File: config.mk
export PLATFORM = sky130hd
export DESIGN_NAME = pic_n
export DESIGN_NICKNAME = d
export VERILOG_FILES = /design/src/rtl/pic_n_pkg.sv /design/src/rtl/pic_n_prio_resolver.sv /design/src/rtl/pic_n.sv
export SDC_FILE = /design/constraint.sdc
export NUM_CORES = 1
export LEC_CHECK = 0
export ABC_AREA = 1
export ABC_CLOCK_PERIOD_IN_PS = 5600
export CAP_MARGIN = 20
export CORE_MARGIN = 1.5
export CORE_UTILIZATION = 58
export DETAILED_ROUTE_END_ITERATION = 8
export PLACE_DENSITY = 0.84
export SLEW_MARGIN = 20
export SYNTH_ARGS = -nofsm -noshare
export SYNTH_HDL_FRONTEND = slang
export SYNTH_HIERARCHICAL = 1
export SYNTH_SLANG_ARGS = --single-unit
File: constraint.sdc
create_clock -name clk -period 5.6 [get_ports clk]
set_input_delay 0.56 -clock clk [delete_from_list [all_inputs] [get_ports clk]]
set_output_delay 0.56 -clock clk [all_outputs]
set_load 0.01 [all_outputs]
File: src/rtl/pic_n_pkg.sv
// rtl/pic_n_pkg.sv - shared constants and types for the pic_n interrupt controller
// Holds the register offsets, the CTRL/EOI field positions and the trigger-mode enum.
package pic_n_pkg;

  // Register offsets on the data_m bus
  localparam logic [2:0] OFF_CTRL = 3'd0;
  localparam logic [2:0] OFF_MASK = 3'd1;
  localparam logic [2:0] OFF_TRIG = 3'd2;
  localparam logic [2:0] OFF_IRR  = 3'd3;
  localparam logic [2:0] OFF_ISR  = 3'd4;
  localparam logic [2:0] OFF_EOI  = 3'd5;

  // CTRL fields
  localparam int CTRL_BASE_LSB = 8;
  localparam int CTRL_ROT_BIT  = 0;

  // EOI fields: bit 8 selects specific EOI, the channel index sits at the bottom
  localparam int EOI_SPEC_BIT = 8;
  localparam int EOI_IDX_LSB  = 0;

  // One TRIG bit per channel
  typedef enum logic {
    TRIG_EDGE  = 1'b0,
    TRIG_LEVEL = 1'b1
  } trig_mode_e;

endpackage

File: src/rtl/pic_n_prio_resolver.sv
// rtl/pic_n_prio_resolver.sv - rotating find-first over request and in-service vectors
// Ports:
//   req   [NUM_IRQ]  candidate bits (IRR, or ISR when locating the top in-service bit)
//   blk   [NUM_IRQ]  blocking bits (ISR); a request wins only if strictly above all of them
//   ptr   [IDX_W]    lowest-priority channel; channel ptr+1 is the highest priority
//   valid            a request bit exists above every blocking bit
//   idx   [IDX_W]    channel number of the highest-priority request bit
module pic_n_prio_resolver #(
  parameter int NUM_IRQ = 8,
  parameter int IDX_W   = $clog2(NUM_IRQ)
) (
  input  logic [NUM_IRQ-1:0] req,
  input  logic [NUM_IRQ-1:0] blk,
  input  logic [IDX_W-1:0]   ptr,
  output logic               valid,
  output logic [IDX_W-1:0]   idx
);

  localparam logic [IDX_W:0]   NUM_IRQ_W = (IDX_W+1)'(NUM_IRQ);
  localparam logic [IDX_W-1:0] LAST_CH   = IDX_W'(NUM_IRQ-1);

  logic [IDX_W-1:0]     start;
  logic [2*NUM_IRQ-1:0] req_dbl;
  logic [2*NUM_IRQ-1:0] blk_dbl;
  logic [NUM_IRQ-1:0]   rot_req;
  logic [NUM_IRQ-1:0]   rot_blk;
  logic                 req_hit;
  logic                 blk_hit;
  logic [IDX_W-1:0]     req_pos;
  logic [IDX_W-1:0]     blk_pos;
  logic [IDX_W:0]       sum;

  // Highest-priority channel, wrapping past the last channel back to 0
  assign start = (ptr == LAST_CH) ? '0 : ptr + 1'b1;

  // Rotate so that bit 0 of rot_* is the highest-priority channel
  assign req_dbl = {req, req} >> start;
  assign blk_dbl = {blk, blk} >> start;
  assign rot_req = req_dbl[NUM_IRQ-1:0];
  assign rot_blk = blk_dbl[NUM_IRQ-1:0];

  always_comb begin
    req_hit = 1'b0;
    blk_hit = 1'b0;
    req_pos = '0;
    blk_pos = '0;
    for (int k = 0; k < NUM_IRQ; k++) begin
      if (!req_hit && rot_req[k]) begin
        req_hit = 1'b1;
        req_pos = IDX_W'(k);
      end
      if (!blk_hit && rot_blk[k]) begin
        blk_hit = 1'b1;
        blk_pos = IDX_W'(k);
      end
    end
  end

  // Equal rank means the same channel is already in service, so strictly-less only
  assign valid = req_hit && (!blk_hit || (req_pos < blk_pos));

  // Undo the rotation to get back a channel number
  assign sum = {1'b0, start} + {1'b0, req_pos};
  assign idx = (sum >= NUM_IRQ_W) ? IDX_W'(sum - NUM_IRQ_W) : sum[IDX_W-1:0];

endmodule

File: src/rtl/pic_n.sv
// rtl/pic_n.sv - programmable interrupt controller with nesting and rotating priority
// Ports:
//   clk, reset               clock, asynchronous active-high reset
//   cs, data_m_access        register access strobe (both high = access cycle)
//   data_m_wr_en             1 = write, 0 = read
//   data_m_addr [3]          register offset (CTRL, MASK, TRIG, IRR, ISR, EOI)
//   data_m_data_in [16]      write data
//   data_m_data_out [16]     registered read data, valid alongside data_m_ack
//   data_m_ack               access acknowledge, one cycle after the access
//   intr_in [NUM_IRQ]        raw request lines
//   intr                     interrupt request to the CPU
//   irq [8]                  vector of the current winner (base + channel)
//   inta                     single-cycle acknowledge from the CPU
module pic_n
  import pic_n_pkg::*;
#(
  parameter int NUM_IRQ = 8,
  parameter int IDX_W   = $clog2(NUM_IRQ)
) (
  input  logic               clk,
  input  logic               reset,
  input  logic               cs,
  input  logic               data_m_access,
  input  logic               data_m_wr_en,
  input  logic [2:0]         data_m_addr,
  input  logic [15:0]        data_m_data_in,
  output logic [15:0]        data_m_data_out,
  output logic               data_m_ack,
  input  logic [NUM_IRQ-1:0] intr_in,
  output logic               intr,
  output logic [7:0]         irq,
  input  logic               inta
);

  localparam logic [IDX_W:0]   NUM_IRQ_W = (IDX_W+1)'(NUM_IRQ);
  localparam logic [IDX_W-1:0] LAST_CH   = IDX_W'(NUM_IRQ-1);

  // Programmable state
  logic [7:0]         ctrl_base_q;
  logic               rotate_q;
  logic [NUM_IRQ-1:0] mask_q;
  logic [NUM_IRQ-1:0] trig_q;

  // Request/service state
  logic [NUM_IRQ-1:0] irr_q;
  logic [NUM_IRQ-1:0] isr_q;
  logic [NUM_IRQ-1:0] intr_in_q;
  logic [IDX_W-1:0]   ptr_q;
  logic               win_vld_q;
  logic [IDX_W-1:0]   win_idx_q;

  logic [NUM_IRQ-1:0] irr_d;
  logic [NUM_IRQ-1:0] isr_d;
  logic [NUM_IRQ-1:0] rise;
  logic [NUM_IRQ-1:0] inta_set;
  logic [NUM_IRQ-1:0] eoi_clr;
  logic [IDX_W-1:0]   eff_ptr;
  logic               res_vld;
  logic [IDX_W-1:0]   res_idx;
  logic               top_isr_vld;
  logic [IDX_W-1:0]   top_isr_idx;

  logic               bus_acc;
  logic               bus_wr;
  logic               bus_rd;
  logic [15:0]        rd_val;

  logic               eoi_wr;
  logic               eoi_spec;
  logic [IDX_W-1:0]   eoi_idx;
  logic               eoi_hit;
  logic [IDX_W-1:0]   eoi_ch;

  assign bus_acc = cs & data_m_access;
  assign bus_wr  = bus_acc & data_m_wr_en;
  assign bus_rd  = bus_acc & ~data_m_wr_en;

  // With rotation off, pinning the pointer to the last channel makes channel 0 highest
  assign eff_ptr = rotate_q ? ptr_q : LAST_CH;

  pic_n_prio_resolver #(.NUM_IRQ(NUM_IRQ), .IDX_W(IDX_W)) u_win (
    .req   (irr_q),
    .blk   (isr_q),
    .ptr   (eff_ptr),
    .valid (res_vld),
    .idx   (res_idx)
  );

  // Same search with nothing blocking locates the top in-service channel for non-specific EOI
  pic_n_prio_resolver #(.NUM_IRQ(NUM_IRQ), .IDX_W(IDX_W)) u_isr (
    .req   (isr_q),
    .blk   ('0),
    .ptr   (eff_ptr),
    .valid (top_isr_vld),
    .idx   (top_isr_idx)
  );

  assign intr = res_vld & ~inta;
  assign irq  = intr ? (ctrl_base_q + {{(8-IDX_W){1'b0}}, res_idx}) : 8'h00;

  // EOI decode; an out-of-range specific index or an empty ISR clears nothing
  assign eoi_wr   = bus_wr && (data_m_addr == OFF_EOI);
  assign eoi_spec = data_m_data_in[EOI_SPEC_BIT];
  assign eoi_idx  = data_m_data_in[EOI_IDX_LSB +: IDX_W];
  assign eoi_ch   = eoi_spec ? eoi_idx : top_isr_idx;
  assign eoi_hit  = eoi_wr && (eoi_spec ? ({1'b0, eoi_idx} < NUM_IRQ_W) : top_isr_vld);

  assign rise = intr_in & ~intr_in_q;

  always_comb begin
    inta_set = '0;
    eoi_clr  = '0;
    if (inta && win_vld_q) inta_set[win_idx_q] = 1'b1;
    if (eoi_hit) eoi_clr[eoi_ch] = 1'b1;
  end

  // Edge channels: a fresh unmasked edge overrides the delivery clear.
  // Level channels simply follow the unmasked line every cycle.
  always_comb begin
    irr_d = irr_q;
    for (int i = 0; i < NUM_IRQ; i++) begin
      if (trig_mode_e'(trig_q[i]) == TRIG_LEVEL) begin
        irr_d[i] = intr_in[i] & ~mask_q[i];
      end else begin
        irr_d[i] = (rise[i] & ~mask_q[i]) | (irr_q[i] & ~inta_set[i]);
      end
    end
  end

  // Delivery set wins over a coincident EOI on the same bit
  assign isr_d = (isr_q & ~eoi_clr) | inta_set;

  always_comb begin
    rd_val = '0;
    case (data_m_addr)
      OFF_CTRL: begin
        rd_val[CTRL_BASE_LSB +: 8] = ctrl_base_q;
        rd_val[CTRL_ROT_BIT]       = rotate_q;
      end
      OFF_MASK: rd_val[NUM_IRQ-1:0] = mask_q;
      OFF_TRIG: rd_val[NUM_IRQ-1:0] = trig_q;
      OFF_IRR:  rd_val[NUM_IRQ-1:0] = irr_q;
      OFF_ISR:  rd_val[NUM_IRQ-1:0] = isr_q;
      default:  rd_val = '0;
    endcase
  end

  always_ff @(posedge clk or posedge reset) begin
    if (reset) begin
      ctrl_base_q     <= '0;
      rotate_q        <= 1'b0;
      mask_q          <= '1;
      trig_q          <= '0;
      irr_q           <= '0;
      isr_q           <= '0;
      intr_in_q       <= '0;
      ptr_q           <= LAST_CH;
      win_vld_q       <= 1'b0;
      win_idx_q       <= '0;
      data_m_ack      <= 1'b0;
      data_m_data_out <= '0;
    end else begin
      intr_in_q       <= intr_in;
      irr_q           <= irr_d;
      isr_q           <= isr_d;
      data_m_ack      <= bus_acc;
      data_m_data_out <= bus_rd ? rd_val : 16'h0000;
      // The winner is frozen while inta is high so the acknowledge targets what was offered
      if (!inta) begin
        win_vld_q <= res_vld;
        win_idx_q <= res_idx;
      end
      if (eoi_hit && rotate_q) ptr_q <= eoi_ch;
      if (bus_wr) begin
        case (data_m_addr)
          OFF_CTRL: begin
            ctrl_base_q <= data_m_data_in[CTRL_BASE_LSB +: 8];
            rotate_q    <= data_m_data_in[CTRL_ROT_BIT];
          end
          OFF_MASK: mask_q <= data_m_data_in[NUM_IRQ-1:0];
          OFF_TRIG: trig_q <= data_m_data_in[NUM_IRQ-1:0];
          default: ;
        endcase
      end
    end
  end

endmodule

==> impl_metrics.yaml <==
status:
  outcome: "complete, no violations"
worst_setup_path:
  required_ps: 5040
  slowest_stage: "clkdlybuf4s50_1"
  rrSetupSlack_ps: 1160
  cp_common_cell: "nand2_1"
  max_stage_delay_ps: 530
  r2r_start: "rotate_q$_DFFE_PP0P_"
  path_delay_family: "simple AND/OR/NAND/NOR gates"
  cp-start-kind: "flop"
  crit_type: "reg2out"
  crit_path_max_fanout: 9
  path_buf_inv: 3
  cp_cell_sequence: "inv_1 -> or2_4 -> ha_2 -> ha_2 -> clkinv_1 -> nand3_1 -> nand2_1 -> nand2_2 -> nor2_4 -> nand2_1 -> nor3b_1 -> nor2_1 -> nand2_1 -> fa_1 -> xor2_1 -> xor2_1 -> ha_1 -> nand3_1 -> nand3_2 -> nand2_1 -> nor2_1 -> nor2_1 -> clkdlybuf4s50_1"
  cp-end-kind: "primary output"
  arrival_ps: 4760
  worstReg2RegEnd: "isr_q[2]$_DFF_PP0_"
  rr_worst_depth: 24
die:
  fp.dieArea_um2: 10700
  rows: 36
  ios: 59
  start_util_pct: 60.0
  core-area_um2: 9770
  die_w_um: 104
  die_height_um: 104
finish:
  seq_area_um2: 1840
  nNetsFinal: 941
  synthToLayoutAreaGrowth_pct: 14.6
  diodes: 0
  drive_gt1_share_pct: 18.1
  multiInputGateArea_um2: 3470
  finalNonFillerCells: 1032
  fin_area_um2: 6720
  fill_cells: 825
global_route:
  grt_antenna_before_repair: 0
  grt.overflow.total: 0
  grt_pass1_vias: 5148
  grt_pass1_wl_um: 23600
  grt_usage_pct: 26.6
  grt_max_degree: 74
timing:
  max-slew-margin-rel_pct: 40.3
  skew_ps: 11.1
  worst_pin_slew_ps: 895
  whs_ps: 484
  tns_ps: 0
  drv_slew: 0
  hold_viol: 0
  fin_crit_ps: 5320
  fin_crit_sh_pct: 95.0
  fmax_mhz: 188
  setup_viol: 0
pwr:
  power_density_nw_per_um2: 500
  p_total_mw: 3.36
  peakVddDrop_v: 0.000245
  p_leak_nw: 3.42
logic_synthesis:
  synth-compound-area-share_pct: 10.0
  synth.area.mux_share_pct: 0
  synth_largest_area_cell: "dfrtp_1"
  synth_adder_area_share_pct: 3.37
  synth_area_um2: 5860
  synth_top_family_by_area: "simple AND/OR/NAND/NOR gates"
  synth_warnings: 6
  syn_avg_cell_area_um2: 7.10
  synth.distinct_cells: 44
  synth_top_area_share_pct: 26.5
  synth.area.top_cells: "dfrtp_1 26%, nand2_1 14%, nand3_1 11%, inv_1 5.9%, dfstp_2 4.9%"
  yosysSeqAreaShare_pct: 31.4
  synth-seq-cells: 73
  synth_xor_area_share_pct: 0.747
  netlist_instances: 826
  yosys.area_share.simple_pct: 43.7
routing:
  num_vias: 5540
  viasPerCell: 5.37
  ant_nets: 0
  wire_per_inst_um: 13.3
  drcViolationCount: 0
  drt_pass1_iterations: 4
  drt_iter0_markers: 482
  wl_um: 13700
place:
  place.gp.congestion: 0.898
  hpwl_um: 10500
  numPlacedInstances: 1013
  dpl_cell_area_um2: 6480
  io_buffers: 58
hold_path:
  min_path_cells: 2
  min_to: "mask_q[4]$_DFFE_PP1P_"
  hold_start: "mask_q[4]$_DFFE_PP1P_"
  worstHoldPathType: "reg2reg"
clock_tree:
  htree_levels: 3
  clockRootBuffer: "clkbuf_8"
  cts_buffer_depth: 2
  cts_sinks: 73
  cts_made_buffers: 9
  clock_latency_ps: 350
  cts_tree: "done"
  clkTransAtPathRegs_ps: 80
job:
  drv_cap: 0
## sequential cells by signal, summed over array words and instances, names as in the netlist
register         count
win_vld_q            1
mask_q               8
ctrl_base_q          8
trig_q               8
data_m_ack           1
isr_q                8
intr_in_q            8
win_idx_q            3
data_m_data_out     16
rotate_q             1
irr_q                8
ptr_q                3
## kinds of logic (layout without fill, tap and decap cells)
group,count (synthesis),in the layout
flops,73,73
fa+ha+maj,14,14
simple gates,512,512
compound gates,92,92
other cells,1,16
xor+xnor,5,5
buf+inv,129,187
## worst reg2reg max path: cells and delay by family, from the launching register on
family                     cells  cell delay (ps)
and+or+nand+nor               17             2030
buffers and inverters          3              540
AOI/OAI and AO/OA              2              380
DFF                            1              350
adders and majority gates      2             1020
## report_power, final
group          switching [mW]  internal, mW  leakage [nW]  total [mW]
sequential              0.114         0.638         0.886       0.753
combinational            1.42         0.824          2.45        2.24
clock                   0.202         0.160        0.0814       0.362
total                    1.74          1.62          3.42        3.36
## cell usage in the layout (no fill, tap or decap), drive strengths merged, types with 9 or more instances in the layout
| master | Yosys | routed |
|---|---|---|
| conb | 1 | 16 |
| clkdlybuf4s50 | 0 | 56 |
| clkbuf | 2 | 9 |
| nand4 | 9 | 9 |
| dfstp | 11 | 11 |
| inv | 101 | 102 |
| ha | 11 | 11 |
| nand3 | 143 | 143 |
| nor2 | 72 | 72 |
| o21ai | 64 | 64 |
| dfrtp | 62 | 62 |
| buf | 23 | 9 |
| nand2 | 275 | 275 |
| a21oi | 11 | 11 |
## metal layers
metal | part of all wire [%] | vias to the layer above | global-route usage (%)
met1 | 48 | 2551 | 37.9
met4 | 1.1 | 0 | 6.25
met3 | 5.5 | 19 | 4.41
met5 | 0 | - | 0
li1 | - | 2790 | -
met2 | 46 | 180 | 42.7
## how the worst max path moves through the flow
stage,slack [ps],startpoint,to,depth (start not counted)
5_1_grt,-20,rotate_q$_DFFE_PP0P_,irq[5],27
6_report,280,rotate_q$_DFFE_PP0P_,irq[5],23
4_1_cts,6,rotate_q$_DFFE_PP0P_,irq[3],22
3_5_place_dp,370,rotate_q$_DFFE_PP0P_,irq[3],24
2_1_floorplan,1110,rotate_q$_DFFE_PP0P_,irq[5],23
3_3_place_gp,500,rotate_q$_DFFE_PP0P_,irq[3],24
## final cells by class
class                   count  area share (%)
clock inverters             7           0.689
clock buffers               9            1.84
inverters                 104            5.98
well taps                 133            2.48
flip-flops and latches     73            27.4
repair buffers             67            9.91
multi-input cells         639            51.7
## cell usage after synthesis (all sizes together)
cell and n:
clkbuf 2, dfrtp 62, o21ai 64, and2 2, a41oi 2, dfstp 11, buf 23, o31a 2
nor3 5, ha 11, nand4 9, a21oi 11, conb 1, o211ai 7, clkinv 3, o21bai 1
nor2 72, or2 4, nand3 143, nor3b 2, inv 101, o31ai 3, fa 3, xor2 5
nand2 275, o21a 2
## metrics by stage
step                      setup WS (ps)  utilization (%)
after floorplan                    1110                -
after global placement              499             66.3
after detailed placement            367             66.3
after CTS                          6.20             68.3
after global routing              -22.1             68.7
final                               283             68.7
## repair_timing
item / CTS / global route
gates cloned: 0 / 0
hold endpoints to repair: 0 / 0
endpoints found under the setup margin: 3 / 7
hold buffers: 0 / 0
gates resized for setup: 0 / 8
pin swaps: 1 / 1
buffers inserted: 1 / 2
No activity file was read; power rests on OpenSTA's default activity.
